===== config.mk =====
export PLATFORM = sky130hd
export DESIGN_NAME = output_deskew_collector_flat
export DESIGN_NICKNAME = d
export VERILOG_FILES = /design/src/rtl/output_deskew_collector_pkg.sv /design/src/rtl/output_deskew_collector_if.sv /design/src/rtl/output_deskew_collector_deskew_lane.sv /design/src/rtl/output_deskew_collector.sv /design/src/flat_wrapper.sv
export SDC_FILE = /design/constraint.sdc
export NUM_CORES = 1
export LEC_CHECK = 0
export CORE_MARGIN = 4
export CORE_UTILIZATION = 25
export DETAILED_ROUTE_END_ITERATION = 8
export PLACE_DENSITY = 0.46
export SLEW_MARGIN = 30
export SYNTH_ARGS = -nofsm -noshare
export SYNTH_HDL_FRONTEND = slang
export SYNTH_SLANG_ARGS = --single-unit

===== constraint.sdc =====
create_clock -name clk -period 10.22 [get_ports clk]
set_input_delay 1.022 -clock clk [delete_from_list [all_inputs] [get_ports clk]]
set_output_delay 1.022 -clock clk [all_outputs]
set_load 0.05 [all_outputs]

===== src/rtl/output_deskew_collector_pkg.sv =====
// output_deskew_collector_pkg: shared geometry for the post-array output path
package output_deskew_collector_pkg;
  localparam int ARRAYWIDTH = 4;
  localparam int OUTPUT_BUF_DATASIZE = 32;
  localparam int OUT_FIFO_DEPTH = 8;
  localparam int ROW_CNT_W = 16;
endpackage


===== src/rtl/output_deskew_collector_if.sv =====
// output_deskew_collector_if: skewed column input and row output handshake
interface output_deskew_collector_if #(
  parameter int W = output_deskew_collector_pkg::ARRAYWIDTH,
  parameter int DS = output_deskew_collector_pkg::OUTPUT_BUF_DATASIZE
);
  logic [W-1:0] col_valid;
  logic [W*DS-1:0] col_data;
  logic out_valid;
  logic out_ready;
  logic [W*DS-1:0] out_data;
  modport master (output col_valid, col_data, out_ready, input out_valid, out_data);
  modport slave (input col_valid, col_data, out_ready, output out_valid, out_data);
endinterface


===== src/rtl/output_deskew_collector_deskew_lane.sv =====
// deskew_lane: fixed-delay valid/data shift register for one array column
module deskew_lane #(
  parameter int DELAY = 0,
  parameter int DS = 32
) (
  input  logic clk,
  input  logic rst,
  input  logic in_valid,
  input  logic [DS-1:0] in_data,
  output logic out_valid,
  output logic [DS-1:0] out_data
);
  if (DELAY == 0) begin : g_wire
    logic unused_clk_rst;
    assign unused_clk_rst = clk | rst;
    assign out_valid = in_valid;
    assign out_data = in_data;
  end else begin : g_pipe
    logic [DELAY-1:0] vp;
    logic [DS-1:0] dp [DELAY];
    always_ff @(posedge clk or posedge rst)
      if (rst) vp <= '0;
      else vp <= DELAY'({vp, in_valid});
    // data stages need no reset: only the valid pipe qualifies them
    always_ff @(posedge clk) begin
      dp[0] <= in_data;
      for (int k = 1; k < DELAY; k++) dp[k] <= dp[k-1];
    end
    assign out_valid = vp[DELAY-1];
    assign out_data = dp[DELAY-1];
  end
endmodule


===== src/rtl/output_deskew_collector.sv =====
// output_deskew_collector: realigns skewed array columns into rows, buffers them, counts frame rows
module output_deskew_collector
  import output_deskew_collector_pkg::*;
#(
  parameter int W = ARRAYWIDTH,
  parameter int DS = OUTPUT_BUF_DATASIZE,
  parameter int DEPTH = OUT_FIFO_DEPTH,
  parameter int RW = ROW_CNT_W
) (
  input  logic clk,
  input  logic rst,
  input  logic start,
  input  logic [RW-1:0] cfg_rows,
  output_deskew_collector_if.slave bus,
  output logic busy,
  output logic frame_done,
  output logic err_ovf,
  output logic err_skew
);
  localparam int AW = $clog2(DEPTH);
  localparam logic [1:0] IDLE = 2'd0;
  localparam logic [1:0] COLLECT = 2'd1;
  localparam logic [1:0] DRAIN = 2'd2;
  localparam logic [1:0] DONE = 2'd3;
  logic [1:0] state, state_nxt;
  logic [W-1:0] av;
  logic [W*DS-1:0] ad;
  logic [W*DS-1:0] mem [DEPTH];
  logic [AW:0] wr, rd;
  logic [RW-1:0] cfg_q, in_cnt, out_cnt, in_cnt_nxt, out_cnt_nxt;
  logic row, collecting, empty, full, push_req, push, pop, drop, skew_evt, start_ok;
  for (genvar i = 0; i < W; i++) begin : g_lane
    deskew_lane #(.DELAY(W-1-i), .DS(DS)) u_lane (
      .clk(clk),
      .rst(rst),
      .in_valid(bus.col_valid[i]),
      .in_data(bus.col_data[i*DS +: DS]),
      .out_valid(av[i]),
      .out_data(ad[i*DS +: DS])
    );
  end
  assign row = &av;
  assign collecting = state == COLLECT;
  assign empty = wr == rd;
  assign full = (wr ^ rd) == {1'b1, {AW{1'b0}}};
  assign pop = !empty && bus.out_ready;
  assign push_req = row && collecting;
  assign drop = push_req && full && !pop;
  assign push = push_req && !drop;
  assign skew_evt = (|av && !row) || (row && !collecting);
  assign start_ok = start && state == IDLE;
  // dropped rows are counted as consumed so the frame can still terminate
  assign in_cnt_nxt = in_cnt + RW'(push_req);
  assign out_cnt_nxt = out_cnt + RW'(pop || drop);
  assign bus.out_valid = !empty;
  assign bus.out_data = empty ? '0 : mem[rd[AW-1:0]];
  assign busy = state != IDLE;
  assign frame_done = state == DONE;
  always_comb
    state_nxt = state == IDLE    ? (start ? (cfg_rows == '0 ? DONE : COLLECT) : IDLE) :
                state == COLLECT ? (push_req && in_cnt_nxt == cfg_q ? DRAIN : COLLECT) :
                state == DRAIN   ? (out_cnt_nxt == cfg_q ? DONE : DRAIN) : IDLE;
  always_ff @(posedge clk or posedge rst)
    if (rst) begin
      state <= IDLE;
      wr <= '0;
      rd <= '0;
      cfg_q <= '0;
      in_cnt <= '0;
      out_cnt <= '0;
      err_ovf <= 1'b0;
      err_skew <= 1'b0;
    end else begin
      state <= state_nxt;
      wr <= wr + (AW+1)'(push);
      rd <= rd + (AW+1)'(pop);
      cfg_q <= start_ok ? cfg_rows : cfg_q;
      in_cnt <= start_ok ? '0 : in_cnt_nxt;
      out_cnt <= start_ok ? '0 : out_cnt_nxt;
      err_ovf <= (err_ovf && !start_ok) || drop;
      err_skew <= (err_skew && !start_ok) || skew_evt;
    end
  always_ff @(posedge clk)
    if (push) mem[wr[AW-1:0]] <= ad;
endmodule


===== src/flat_wrapper.sv =====
// flat-port wrapper written by rule: the top's interface ports become plain ports
module output_deskew_collector_flat import output_deskew_collector_pkg::*;
#(
  parameter int W = ARRAYWIDTH,
  parameter int DS = OUTPUT_BUF_DATASIZE,
  parameter int DEPTH = OUT_FIFO_DEPTH,
  parameter int RW = ROW_CNT_W
)
  (clk, rst, start, cfg_rows, busy, frame_done, err_ovf, err_skew, bus_col_valid, bus_col_data, bus_out_ready, bus_out_valid, bus_out_data);
  output_deskew_collector_if #(.W(W), .DS(DS)) bus_i ();
  input  logic clk;
  input  logic rst;
  input  logic start;
  input  logic [RW-1:0] cfg_rows;
  output logic busy;
  output logic frame_done;
  output logic err_ovf;
  output logic err_skew;
  input wire logic [$bits(bus_i.col_valid)-1:0] bus_col_valid;
  input wire logic [$bits(bus_i.col_data)-1:0] bus_col_data;
  input wire logic [$bits(bus_i.out_ready)-1:0] bus_out_ready;
  output wire logic [$bits(bus_i.out_valid)-1:0] bus_out_valid;
  output wire logic [$bits(bus_i.out_data)-1:0] bus_out_data;
  assign bus_i.col_valid = bus_col_valid;
  assign bus_i.col_data = bus_col_data;
  assign bus_i.out_ready = bus_out_ready;
  assign bus_out_valid = bus_i.out_valid;
  assign bus_out_data = bus_i.out_data;
  output_deskew_collector #(.W(W), .DS(DS), .DEPTH(DEPTH), .RW(RW)) u_core (.clk(clk), .rst(rst), .start(start), .cfg_rows(cfg_rows), .bus(bus_i), .busy(busy), .frame_done(frame_done), .err_ovf(err_ovf), .err_skew(err_skew));
endmodule

======== After elaboration in Yosys (flattened, before gate mapping) ========
Memories as Yosys holds them, arrays and structs flattened.
Cells that the tools add are included.
storage, ports and cells
  bits in registers ....................... 66
  bits in latches ......................... 0
  memories kept ........................... 4
  memory bits (read-only) ................. 0
  output and inout bits ................... 133
  bits in writable memories ............... 1216
memory list
  name                               words  bits a word  rd ports  clocked after Yosys merged registers in  write ports  line                                       text
  u_core.mem                         8      128          1         0                                        1            output_deskew_collector.sv:28              logic [W*DS-1:0] mem [DEPTH];
  u_core.g_lane[0].u_lane.g_pipe.dp  3      32           3         0                                        3            output_deskew_collector_deskew_lane.sv:20  logic [DS-1:0] dp [DELAY];
  u_core.g_lane[1].u_lane.g_pipe.dp  2      32           2         0                                        2            output_deskew_collector_deskew_lane.sv:20
  u_core.g_lane[2].u_lane.g_pipe.dp  1      32           1         0                                        1            output_deskew_collector_deskew_lane.sv:20
cells by class
  mux-type cells .......................... 12
  divide/modulo/power cells ............... 0
  bitwise logic cells ..................... 1
  $mul .................................... 0
  equality and inequality tests ........... 7
  magnitude comparators ................... 0
  add/subtract/negate cells ............... 4
  reductions and logical operators ........ 26
  shift-type cells ........................ 0
operators by type and width
  kind                  number
  $mux W128             1
  $add A16 B1 Y16       2
  $eq A16 B16 Y1        2
  $mux W16              2
  $logic_not A16 Y1     1
  $mux W2               6
  $logic_and A1 B1 Y1   11
  $add A4 B1 Y4         2
  $logic_not A1 Y1      6
  $eq A2 B2 Y1 const B  2
  $eq A4 B4 Y1          1
  $eq A4 B4 Y1 const B  1
  $logic_or A1 B1 Y1    4
  $reduce_and A4 Y1     1
  $reduce_or A4 Y1      1
  $xor A4 B4 Y4         1
  $mux W1               3
  $eq A2 B1 Y1 const B  1
  $logic_not A2 Y1      1
  $reduce_bool A2 Y1    1

======== Longest topological paths before layout ========
Gate-level depths: netlist of the first run.
  word-level depth ........................ 12
  depth in mapped cells ................... 16
  mapped depth without buffers ............ 14

======== Modules after synthesis ========
From an unflattened synthesis of the first run, not the netlist that was laid out.
unflattened totals
  cell total of the unflattened synthesis .. 2265
  area, all modules ....................... 46841.2 um^2
by module, submodules not included
  module                                  cells an instance  seq. area each (um^2)  instances  area each (um^2)
  output_deskew_collector                 1967               32250.9                1          42107.9
  deskew_lane at u_core.g_lane[0].u_lane  132                1996.9                 1          2240.9
  deskew_lane at u_core.g_lane[1].u_lane  99                 1331.3                 1          1575.3
  deskew_lane at u_core.g_lane[2].u_lane  34                 665.6                  1          669.4
  deskew_lane at u_core.g_lane[3].u_lane  33                 0.0                    1          247.7

======== Worst setup path before layout of the first run ========
OpenSTA, ideal clock, no wires.
  path type ............................... in2reg
  from .................................... in bus_col_valid[3]
  to ...................................... mem u_core.mem[0][0] (netlist name), enable pin
  buffers on the path ..................... 0
  required time ........................... 9448 ps
  setup slack ............................. -1129 ps
  cell stages on the path ................. 5
  data arrival time ....................... 10578 ps
  path through ............................ nand4_1 -> nor3b_1 -> a21boi_0 -> nand2b_1 -> nor3_1
between the ends
  word-level cells in the longest chain between the ends .. 8
ends and longest elaborated chain
  what                               line                           text
  start, declared                    flat_wrapper.sv:19             input wire logic [$bits(bus_i.col_valid)-1:0] bus_col_valid;
  $reduce_and A4 Y1 (*)              output_deskew_collector.sv:42  assign row = &av;
  $logic_and A1 B1 Y1 (*)            output_deskew_collector.sv:47  assign push_req = row && collecting;
  $logic_and A1 B1 Y1 (2 in a row)   output_deskew_collector.sv:48  assign drop = push_req && full && !pop;
  $logic_not A1 Y1                   output_deskew_collector.sv:49  assign push = push_req && !drop;
  $logic_and A1 B1 Y1 (*)            output_deskew_collector.sv:49
  $mux W1 (*)                        output_deskew_collector.sv:84  if (push) mem[wr[AW-1:0]] <= ad;
  $mux W1 (not written as such) (*)  output_deskew_collector.sv:84
  end, declared                      output_deskew_collector.sv:28
Every way passes the cells marked *; elsewhere a longest branch is shown, timed or not.

======== Final worst setup path of the first run ========
  from .................................... reg u_core.rd[1]
  to ...................................... out bus_out_data[1]
between the ends
  word-level cells in the longest chain between the ends .. 2
  elaborated cells on any way between the ends .. 3
ends and longest elaborated chain
  what                                             line                           text
  start, declared                                  output_deskew_collector.sv:29  logic [AW:0] wr, rd;
  start signal, assigned                           output_deskew_collector.sv:76  rd <= rd + (AW+1)'(pop);
  $mem_v2 Z8 W128 or $eq A4 B4 Y1 (tied branches)  -
  $mux W128 (*)                                    output_deskew_collector.sv:56  assign bus.out_data = empty ? '0 : mem[rd[AW-1:0]];
  end, declared                                    flat_wrapper.sv:23             output wire logic [$bits(bus_i.out_data)-1:0] bus_out_data;
Marks and branches as above.

==> results_dict.tcl, run 1 <==
set metrics [dict create \
    status "finished, final reports clean" \
    drive_above_1_share_pct 21.38 \
    arrival_ps 5060 \
    synth.largest_area_cell "edfxtp_1" \
    multi_input_area_um2 9577 \
    hold_depth 0 \
    drt_iter0_drc 1389 \
    min_from "u_core.g_lane[0].u_lane.g_pipe.dp[0][16]" \
    drc 0 \
    clock_skew_ps 23.29 \
    vias 21580 \
    yosysUniqueCellTypes 56 \
    synthesis.nets 2335 \
    p_leak_nw 18.86 \
    clk_pin_slew_ps 60 \
    wl_per_cell_um 22.81 \
    clockBufferDepth 3 \
    worst_pin_slew_ps 945.7 \
    synth_edf_count 1024 \
    crit_path_end_kind "output port" \
    dr.pass1.iters 5 \
    synth-adder-area-share_pct 0.2167 \
    grt_pass1_wl_um 169200 \
    ir_drop_mv 0.2034 \
    synth.area.top_cells "edfxtp_1, mux4_2, dfxtp_1, dfrtp_1, mux2i_1" \
    cts_resized 0 \
    reg2reg_depth 13 \
    final_cells 5139 \
    core_area_um2 183500 \
    power_density_nw_per_um2 302.1 \
    root_buffer "clkbuf_16" \
    dp_hpwl_um 65610 \
    overflow 0 \
    seqPwrFrac_pct 34.8 \
    syn_area_um2 46200 \
    io_buffers 284 \
    setup_viol 0 \
    r2r_start "u_core.rd[2]" \
    initial_core_util_pct 25.18 \
    fill_cells 17610 \
    avgSynthCellArea_um2 21.24 \
    crit_path_start_kind "flop" \
    min_period_ps 6085 \
    fmax_ghz 0.1643 \
    ys.flop_type "edfxtp_1" \
    synth_top_area_share_pct 66.56 \
    grt_pass1_vias 24170 \
    ys_ff_latch 1282 \
    rsz0062_at_grt "no" \
    cts_tree "yes" \
    finalPower_mw 17.33 \
    final-seq-area_um2 36260 \
    synthSimpleGateAreaFrac_pct 2.958 \
    p_sw_mw 5.990 \
    p_int_mw 11.34 \
    yosysSeqAreaShare_pct 78.46 \
    antenna_found_initial 18 \
    synthMostInstantiatedCell "edfxtp_1" \
    die-area_um2 191700 \
    ys_top_cells_by_count "edfxtp_1, mux4_2, dfxtp_1" \
    ant_nets 0 \
    htreeDepth 4 \
    fin_crit_sh_pct 59.54 \
    die_h_um 437.9 \
    synth_top_family_by_area "multiplexers" \
    finalWeightedCongestion 0.7516 \
    design_area_um2 57370 \
    synth_compound_gate_area_share_pct 0.5742 \
    dp_cells 4868 \
    clk_latency_ps 770 \
    dpl_cell_area_um2 52190 \
    p_clk_share_pct 31.7 \
    grtUsageTotal_pct 12.21 \
    num_rows 157 \
    ys_warn_count 0 \
    async_flop_share_pct 5.148 \
    crit_type "flop to output port" \
    muxShareOfSynthArea_pct 15.64 \
    area_growth_pct 24.18 \
    cp_max_fo 73 \
    postCtsSetupBuffers 0 \
    wirelength_um 117200 \
    grt_max_degree 103 \
    synth_xor_area_share_pct 1.189 \
    io_pins 285 \
    max_slew_margin_pct 36.95 \
    worst_hold_slack_ps 320.9 \
    final_core_util_pct 31.27 \
    cts_made_buffers 144 \
    layout_setup_ws_ps 4135 \
    max_cap_viol_count 0 \
    regToRegSetupSlack_ps 5670 \
    post-place-ws_ps 4641 \
    r2r_end "u_core.state[0]" \
    min_to "u_core.g_lane[0].u_lane.g_pipe.dp[0][48]" \
    pwr-share-comb_pct 33.5 \
    vias_per_cell 4.200 \
    hold_viol_final 0 \
    switching_share_pct 34.57 \
    hold_path_class "flop to flop" \
    cp.required_ps 9200 \
    fin_nets 2711 \
    setup_tns_ps 0 \
    die_w_um 437.9 \
    cts.sinks 1282 \
    drv_slew 0 \
    holdBufCountCts 0 \
    netlist_instances 2175 \
]
final cells by class:
cell class,instances,share of cell area (%)
Sequential cell,1282,63.20
Clock inverter,83,2.105
Tap cell,2464,5.374
Antenna cell,4,0.01745
Inverter,6,0.03926
Multi-Input combinational cell,786,16.69
Timing Repair Buffer,331,5.710
Clock buffer,183,6.857
power by group through the flow:
| stage | Combinational [mW] | Clock (mW) | Sequential [mW] |
|---|---|---|---|
| after floorplan | 4.02 | 0 | 6.00 |
| after global placement | 5.92 | 0 | 6.16 |
| after detailed placement | 5.94 | 0 | 6.18 |
| after CTS | 5.96 | 5.69 | 6.07 |
| after global routing | 6.16 | 5.91 | 6.06 |
| final | 5.81 | 5.49 | 6.03 |
how the worst max path moves through the flow:
| stage | slack, ps | end | from | cells past startpoint |
|---|---|---|---|---|
| after floorplan | 2310 | u_core.mem[4][0] | bus_col_valid[3] | 5 |
| after global placement | 4190 | bus_out_data[107] | u_core.rd[0] | 6 |
| after detailed placement | 4640 | bus_out_data[19] | u_core.rd[0] | 6 |
| after CTS | 3770 | bus_out_data[19] | u_core.rd[0] | 6 |
| after global routing | 3710 | bus_out_data[107] | u_core.rd[0] | 7 |
| final | 4140 | bus_out_data[1] | u_core.rd[1] | 6 |
worst max-delay path, cell delays in order (launching register included):
cell and delay, ps:
dfrtp_4 770, buf_4 730, buf_6 720, mux4_2 400
mux2i_1 720, nor2_1 120, clkdlybuf4s50_1 750
state kept, by name, summed over array words and instances (netlist names):
signal and cells:
u_core.mem 1024, u_core.rd 4, u_core.cfg_q 16, u_core.err_skew 1
u_core.in_cnt 16, u_core.wr 4, u_core.state 2, u_core.err_ovf 1
u_core.out_cnt 16, u_core.g_lane.u_lane.out_valid 1, u_core.g_lane.u_lane.g_pipe.dp 192, u_core.g_lane.u_lane.g_pipe.vp 5
routing by layer:
layer | routed length (um) | vias up | GRT usage [%]
met1 | 48550 | 11430 | 14.74
met2 | 60520 | 451 | 21.46
met5 | 61 | - | 0
li1 | - | 9493 | -
met3 | 4835 | 198 | 2.715
met4 | 3269 | 10 | 4.243
cell usage in the layout, fill, tap and decap left out, types with 24 or more instances in the layout:
cell,n
edfxtp_1,1024
clkbuf_1,24
nor2_1,170
bufinv_16,25
xnor2_1,30
dfxtp_1,192
dfrtp_1,63
mux2i_1,129
clkbuf_16,147
clkdlybuf4s50_1,284
mux4_2,256
buf_4,37
cell families after synthesis:
kind of cell | after synthesis
AO/OA/AOI/OAI | 37
XOR/XNOR | 55
adder cells (fa/ha/maj) | 8
buffers and inverters | 107
flip-flops | 1282
multiplexers | 400
AND/OR/NAND/NOR | 286
Power figures use the tool's default switching activity.
==> run 2: changes to the inputs <==
PLACE_DENSITY = 0.44   (was 0.46)
clock period = 5.9 ns   (was 10.22 ns; I/O delays follow)
==> run 2 against run 1 <==
  * Die area stayed put
  * Core utilization is 0.11 points lower
  * Hold slack worse by 82 ps
  * Largest power group unchanged
  * Critical path depth stayed put
  * Setup slack worse by 3200 ps
  * Via count is 0.77% lower
  * Critical endpoint is now bus_out_data[88]
  * Register-to-register slack worse by 4000 ps
  * Global-route usage is 0.63 points lower
  * Count of clock-buffer cells in the layout is 17 higher
  * Cell area is 0.34% lower
  * Largest cell class unchanged
  * Total power is 69% higher
  * Sequential power is 74% higher
==> results_dict.tcl, run 2 (synthesis gave the netlist of run 1 again) <==
set metrics [dict create \
    cts_tree "yes" \
    antenna_found_initial 15 \
    critPathTopFamily "buffers and inverters" \
    ant_nets 0 \
    mostFrequentLayoutCells "edfxtp_1, clkdlybuf4s50_1, mux4_2, dfxtp_1, nor2_1" \
    holdBufCountCts 0 \
    vias_per_cell 4.177 \
    min_period_ps 4922 \
    status "finished, final reports clean" \
    max_cap_viol_count 0 \
    dpl_cell_area_um2 52270 \
    clk_pin_slew_ps 60 \
    final-seq-area_um2 36260 \
    design_area_um2 57170 \
    crit_path_end_kind "output port" \
    finalPower_mw 29.31 \
    ir_drop_mv 0.3582 \
    cts.sinks 1282 \
    cts_made_buffers 144 \
    mostFrequentLayoutCell "edfxtp_1" \
    cts_resized 0 \
    htreeDepth 4 \
    clock_skew_ps 41.45 \
    die_h_um 437.9 \
    root_buffer "clkbuf_16" \
    dr.pass1.iters 5 \
    p_int_mw 19.14 \
    wl_per_cell_um 21.79 \
    layout_setup_ws_ps 977.7 \
    crit_type "flop to output port" \
    core_area_um2 183500 \
    die-area_um2 191700 \
    drv_slew 0 \
    fin_crit_sh_pct 83.43 \
    worst_pin_slew_ps 864.7 \
    setup_viol 0 \
    cp.required_ps 5310 \
    grt_pass1_wl_um 161400 \
    grt_max_degree 107 \
    clk_latency_ps 790 \
    fmax_ghz 0.2032 \
    seqPwrFrac_pct 35.8 \
    grt_pass1_vias 23610 \
    grtUsageTotal_pct 11.58 \
    path_buf_inv 3 \
    arrival_ps 4330 \
    drive_above_1_share_pct 20.71 \
    fill_cells 17670 \
    num_rows 157 \
    p_sw_mw 10.17 \
    hold_path_class "primary input to flop" \
    crit_chain "buf_12, buf_16, mux4_2, mux2i_1, nor2_1, clkdlybuf4s50_1" \
    power_density_nw_per_um2 512.7 \
    multi_input_area_um2 9577 \
    finalWeightedCongestion 0.7490 \
    dp_hpwl_um 59970 \
    clockBufferDepth 3 \
    crit_path_start_kind "flop" \
    cpPeakStageDelay_ps 910 \
    p_clk_share_pct 30.7 \
    rsz0062_at_grt "no" \
    cp_max_fo 66 \
    worst_hold_slack_ps 239.3 \
    switching_share_pct 34.71 \
    initial_core_util_pct 25.18 \
    die_w_um 437.9 \
    p_leak_nw 18.73 \
    final_core_util_pct 31.16 \
    postCtsSetupBuffers 0 \
    pwr-share-comb_pct 33.6 \
    vias 21420 \
    drt_iter0_drc 1226 \
    slowest_stage "dfrtp_4" \
    wirelength_um 111700 \
    area_growth_pct 23.76 \
    io_pins 285 \
    fin_nets 2698 \
    max_slew_margin_pct 42.35 \
    overflow 0 \
    largest_reg_flops 1024 \
    hold_viol_final 0 \
    io_buffers 284 \
    drc 0 \
    post-place-ws_ps 1544 \
]
run 2: power groups by stage:
| stage | clock [mW] | sequential [mW] | combinational (mW) |
|---|---|---|---|
| 4_1_cts | 9.33 | 10.5 | 10.1 |
| 2_1_floorplan | 0 | 10.4 | 6.97 |
| 3_3_place_gp | 0 | 10.7 | 10.1 |
| 3_5_place_dp | 0 | 10.7 | 10.1 |
| 6_report | 8.99 | 10.5 | 9.84 |
| 5_1_grt | 9.69 | 10.5 | 10.4 |
run 2: layer usage:
| metal | part of all wire (%) | GRT usage (%) | vias to the layer above |
|---|---|---|---|
| met1 | 41 | 13.90 | 11330 |
| li1 | - | - | 9460 |
| met4 | 2.5 | 4.043 | 6 |
| met5 | 0.037 | 0 | - |
| met3 | 4.2 | 2.467 | 182 |
| met2 | 52 | 20.51 | 441 |
run 2: cell type report:
class                   instances  area share [%]
well taps                    2464           5.393
repair buffers                318           5.883
flip-flops and latches       1282           63.42
inverters                       6         0.03939
multi-input cells             786           16.75
clock inverters                68           1.355
diodes                          3         0.01313
clock buffers                 200           7.150
run 2: worst paths after layout:
| kind | end | from | slack, ps | depth (start not counted) |
|---|---|---|---|---|
| min in group asynchronous | u_core.g_lane[2].u_lane.out_valid | rst | 290 | 3 |
| min | u_core.g_lane[0].u_lane.g_pipe.dp[0][18] | bus_col_data[18] | 240 | 1 |
| max reg2reg | u_core.state[0] | u_core.rd[0] | 1690 | 13 |
| min reg2reg | u_core.g_lane[1].u_lane.g_pipe.dp[0][58] | u_core.g_lane[1].u_lane.g_pipe.dp[0][26] | 310 | 0 |
| max in group asynchronous | u_core.rd[1] | rst | 5070 | 3 |
| max | bus_out_data[88] | u_core.rd[0] | 980 | 6 |
run 2: through the flow:
step	cells	TNS (ps)
2_1_floorplan	2175	-1485880
3_5_place_dp	4855	0
6_report	5127	0
3_3_place_gp	4855	0
5_1_grt	5126	0
4_1_cts	5123	0
run 2: worst reg2reg max path, cell delays in order, from the launching register on:
cell and delay (ps):
dfrtp_4 910, xor2_1 160, nor3_1 340, and2_4 550, nor2_1 120, ha_1 240, ha_1 250, nand3_4 140
nor4_1 90, xnor2_1 340, nor2_1 90, or4_4 440, a2111oi_4 320, a31o_1 190
==> run 3: changes to the inputs <==
clock period = 5 ns   (was 5.9 ns; I/O delays follow)
==> run 3 against run 2 <==
  * Via count rose by 0.75%
  * Largest cell class unchanged
  * Hold slack worse by 89 ps
  * Final cell count up 0.33%
  * Critical path type unchanged
  * Die area stayed put
  * Sequential cell count did not move
  * Largest power group unchanged
  * Critical endpoint is now bus_out_data[78]
==> results_dict.tcl, run 3 (synthesis gave the netlist of run 1 again) <==
set metrics [dict create \
    cp.required_ps 4500 \
    mostFrequentLayoutCells "edfxtp_1, clkdlybuf4s50_1, mux4_2, dfxtp_1, nor2_1" \
    design_area_um2 57420 \
    crit_chain "buf_4, buf_4, mux2i_1, nor2_1, clkdlybuf4s50_1" \
    die_w_um 437.9 \
    clk_pin_slew_ps 60 \
    worst_hold_slack_ps 150.1 \
    min_period_ps 4619 \
    drive_above_1_share_pct 21.20 \
    die-area_um2 191700 \
    slowest_stage "clkdlybuf4s50_1" \
    arrival_ps 4120 \
    dr.pass1.iters 5 \
    finalWeightedCongestion 0.7396 \
    p_leak_nw 18.87 \
    post-place-ws_ps 731.9 \
    initial_core_util_pct 25.18 \
    root_buffer "clkbuf_16" \
    dpl_cell_area_um2 52540 \
    drv_slew 0 \
    hold_depth 1 \
    wl_per_cell_um 21.93 \
    cts_made_buffers 145 \
    htreeDepth 4 \
    drc 0 \
    worst_pin_slew_ps 907.3 \
    cpPeakStageDelay_ps 880 \
    final_cells 5144 \
    mostFrequentLayoutCell "edfxtp_1" \
    crit_top_cell "buf_4" \
    grt_pass1_vias 23920 \
    overflow 0 \
    grt_pass1_wl_um 163700 \
    area_growth_pct 24.29 \
    layout_setup_ws_ps 381.3 \
    vias 21580 \
    fin_crit_sh_pct 92.37 \
    final-seq-area_um2 36260 \
    grt_max_degree 94 \
    clock_skew_ps 35.45 \
    ant_nets 0 \
    setup_tns_ps 0 \
    status "finished, final reports clean" \
    clockBufferDepth 3 \
    fin_nets 2720 \
    max_slew_margin_pct 39.52 \
    vias_per_cell 4.195 \
    cts_tree "yes" \
    power_density_nw_per_um2 603.6 \
    grtUsageTotal_pct 11.68 \
    setup_viol 0 \
    fill_cells 17670 \
    rsz0062_at_grt "no" \
    path_depth 5 \
    num_rows 157 \
    antenna_found_initial 9 \
    core_area_um2 183500 \
    path_buf_inv 3 \
    fmax_ghz 0.2165 \
    wirelength_um 112800 \
    ir_drop_mv 0.5534 \
    dp_hpwl_um 62650 \
    finalPower_mw 34.66 \
    hold_path_class "primary input to flop" \
    cts.sinks 1282 \
    cts_resized 0 \
    critPathTopFamily "buffers and inverters" \
    reg2reg_depth 14 \
    multi_input_area_um2 9578 \
    io_buffers 284 \
    die_h_um 437.9 \
    final_core_util_pct 31.29 \
    crit_path_end_kind "output port" \
    io_pins 285 \
    drt_iter0_drc 1107 \
    hold_viol_final 0 \
    dp_cells 4876 \
    largest_reg_flops 1024 \
    postCtsSetupBuffers 0 \
    holdBufCountCts 0 \
    crit_path_start_kind "flop" \
    max_cap_viol_count 0 \
    cp_max_fo 28 \
    crit_type "flop to output port" \
    clk_latency_ps 790 \
]
## run 3: cell count changes in the layout (fill, tap and decap cells not counted), sizes merged
| cell | delta |
|---|---|
| buf | +21 |
| clkinv | +7 |
| bufinv | -5 |
| clkinvlp | -5 |
| diode | -2 |
| clkbuf | +1 |
## run 3: layer usage
| layer | vias up | share of wire (%) | GRT usage [%] |
|---|---|---|---|
| met2 | 414 | 52 | 20.66 |
| met1 | 11480 | 42 | 14.30 |
| met3 | 187 | 3.6 | 2.413 |
| met4 | 4 | 2.6 | 3.562 |
| met5 | - | 0.019 | 0 |
| li1 | 9496 | - | - |
## run 3: cell type report
class                      instances  area share [%]
antenna                            1        0.004358
clock buffer                     201           7.204
clock inverter                    65           1.231
inverter                           6         0.03922
multi-input combinational        786           16.68
sequential                      1282           63.14
tap                             2464           5.369
timing repair buffer             339           6.326
## run 3: worst paths after layout
check | from | end | slack, ps
max in group asynchronous | rst | u_core.rd[2] | 4300
setup reg to reg | u_core.rd[1] | u_core.state[0] | 1000
setup / recovery | u_core.rd[2] | bus_out_data[78] | 380
hold reg to reg | u_core.g_lane[0].u_lane.g_pipe.dp[0][55] | u_core.g_lane[0].u_lane.g_pipe.dp[0][87] | 300
min in group asynchronous | rst | u_core.err_skew | 210
hold / removal | bus_col_data[9] | u_core.g_lane[0].u_lane.g_pipe.dp[0][9] | 150
## run 3: where the power goes
group          switching (mW)  total (mW)  internal, mW
combinational            7.45        11.9          4.46
clock                    4.40        10.5          6.13
sequential              0.357        12.2          11.9
## run 3: worst reg2reg max path: stages, from the launching register on
cell and delay [ps]:
dfrtp_4 670, xor2_1 230, nor3_1 330, and2_1 210, nor2_1 50, nor2_1 110
ha_1 230, ha_1 250, nand3_4 160, nor4_1 380, xnor2_1 260, nor2_1 90
or4_4 440, a2111oi_4 340, a31o_1 180
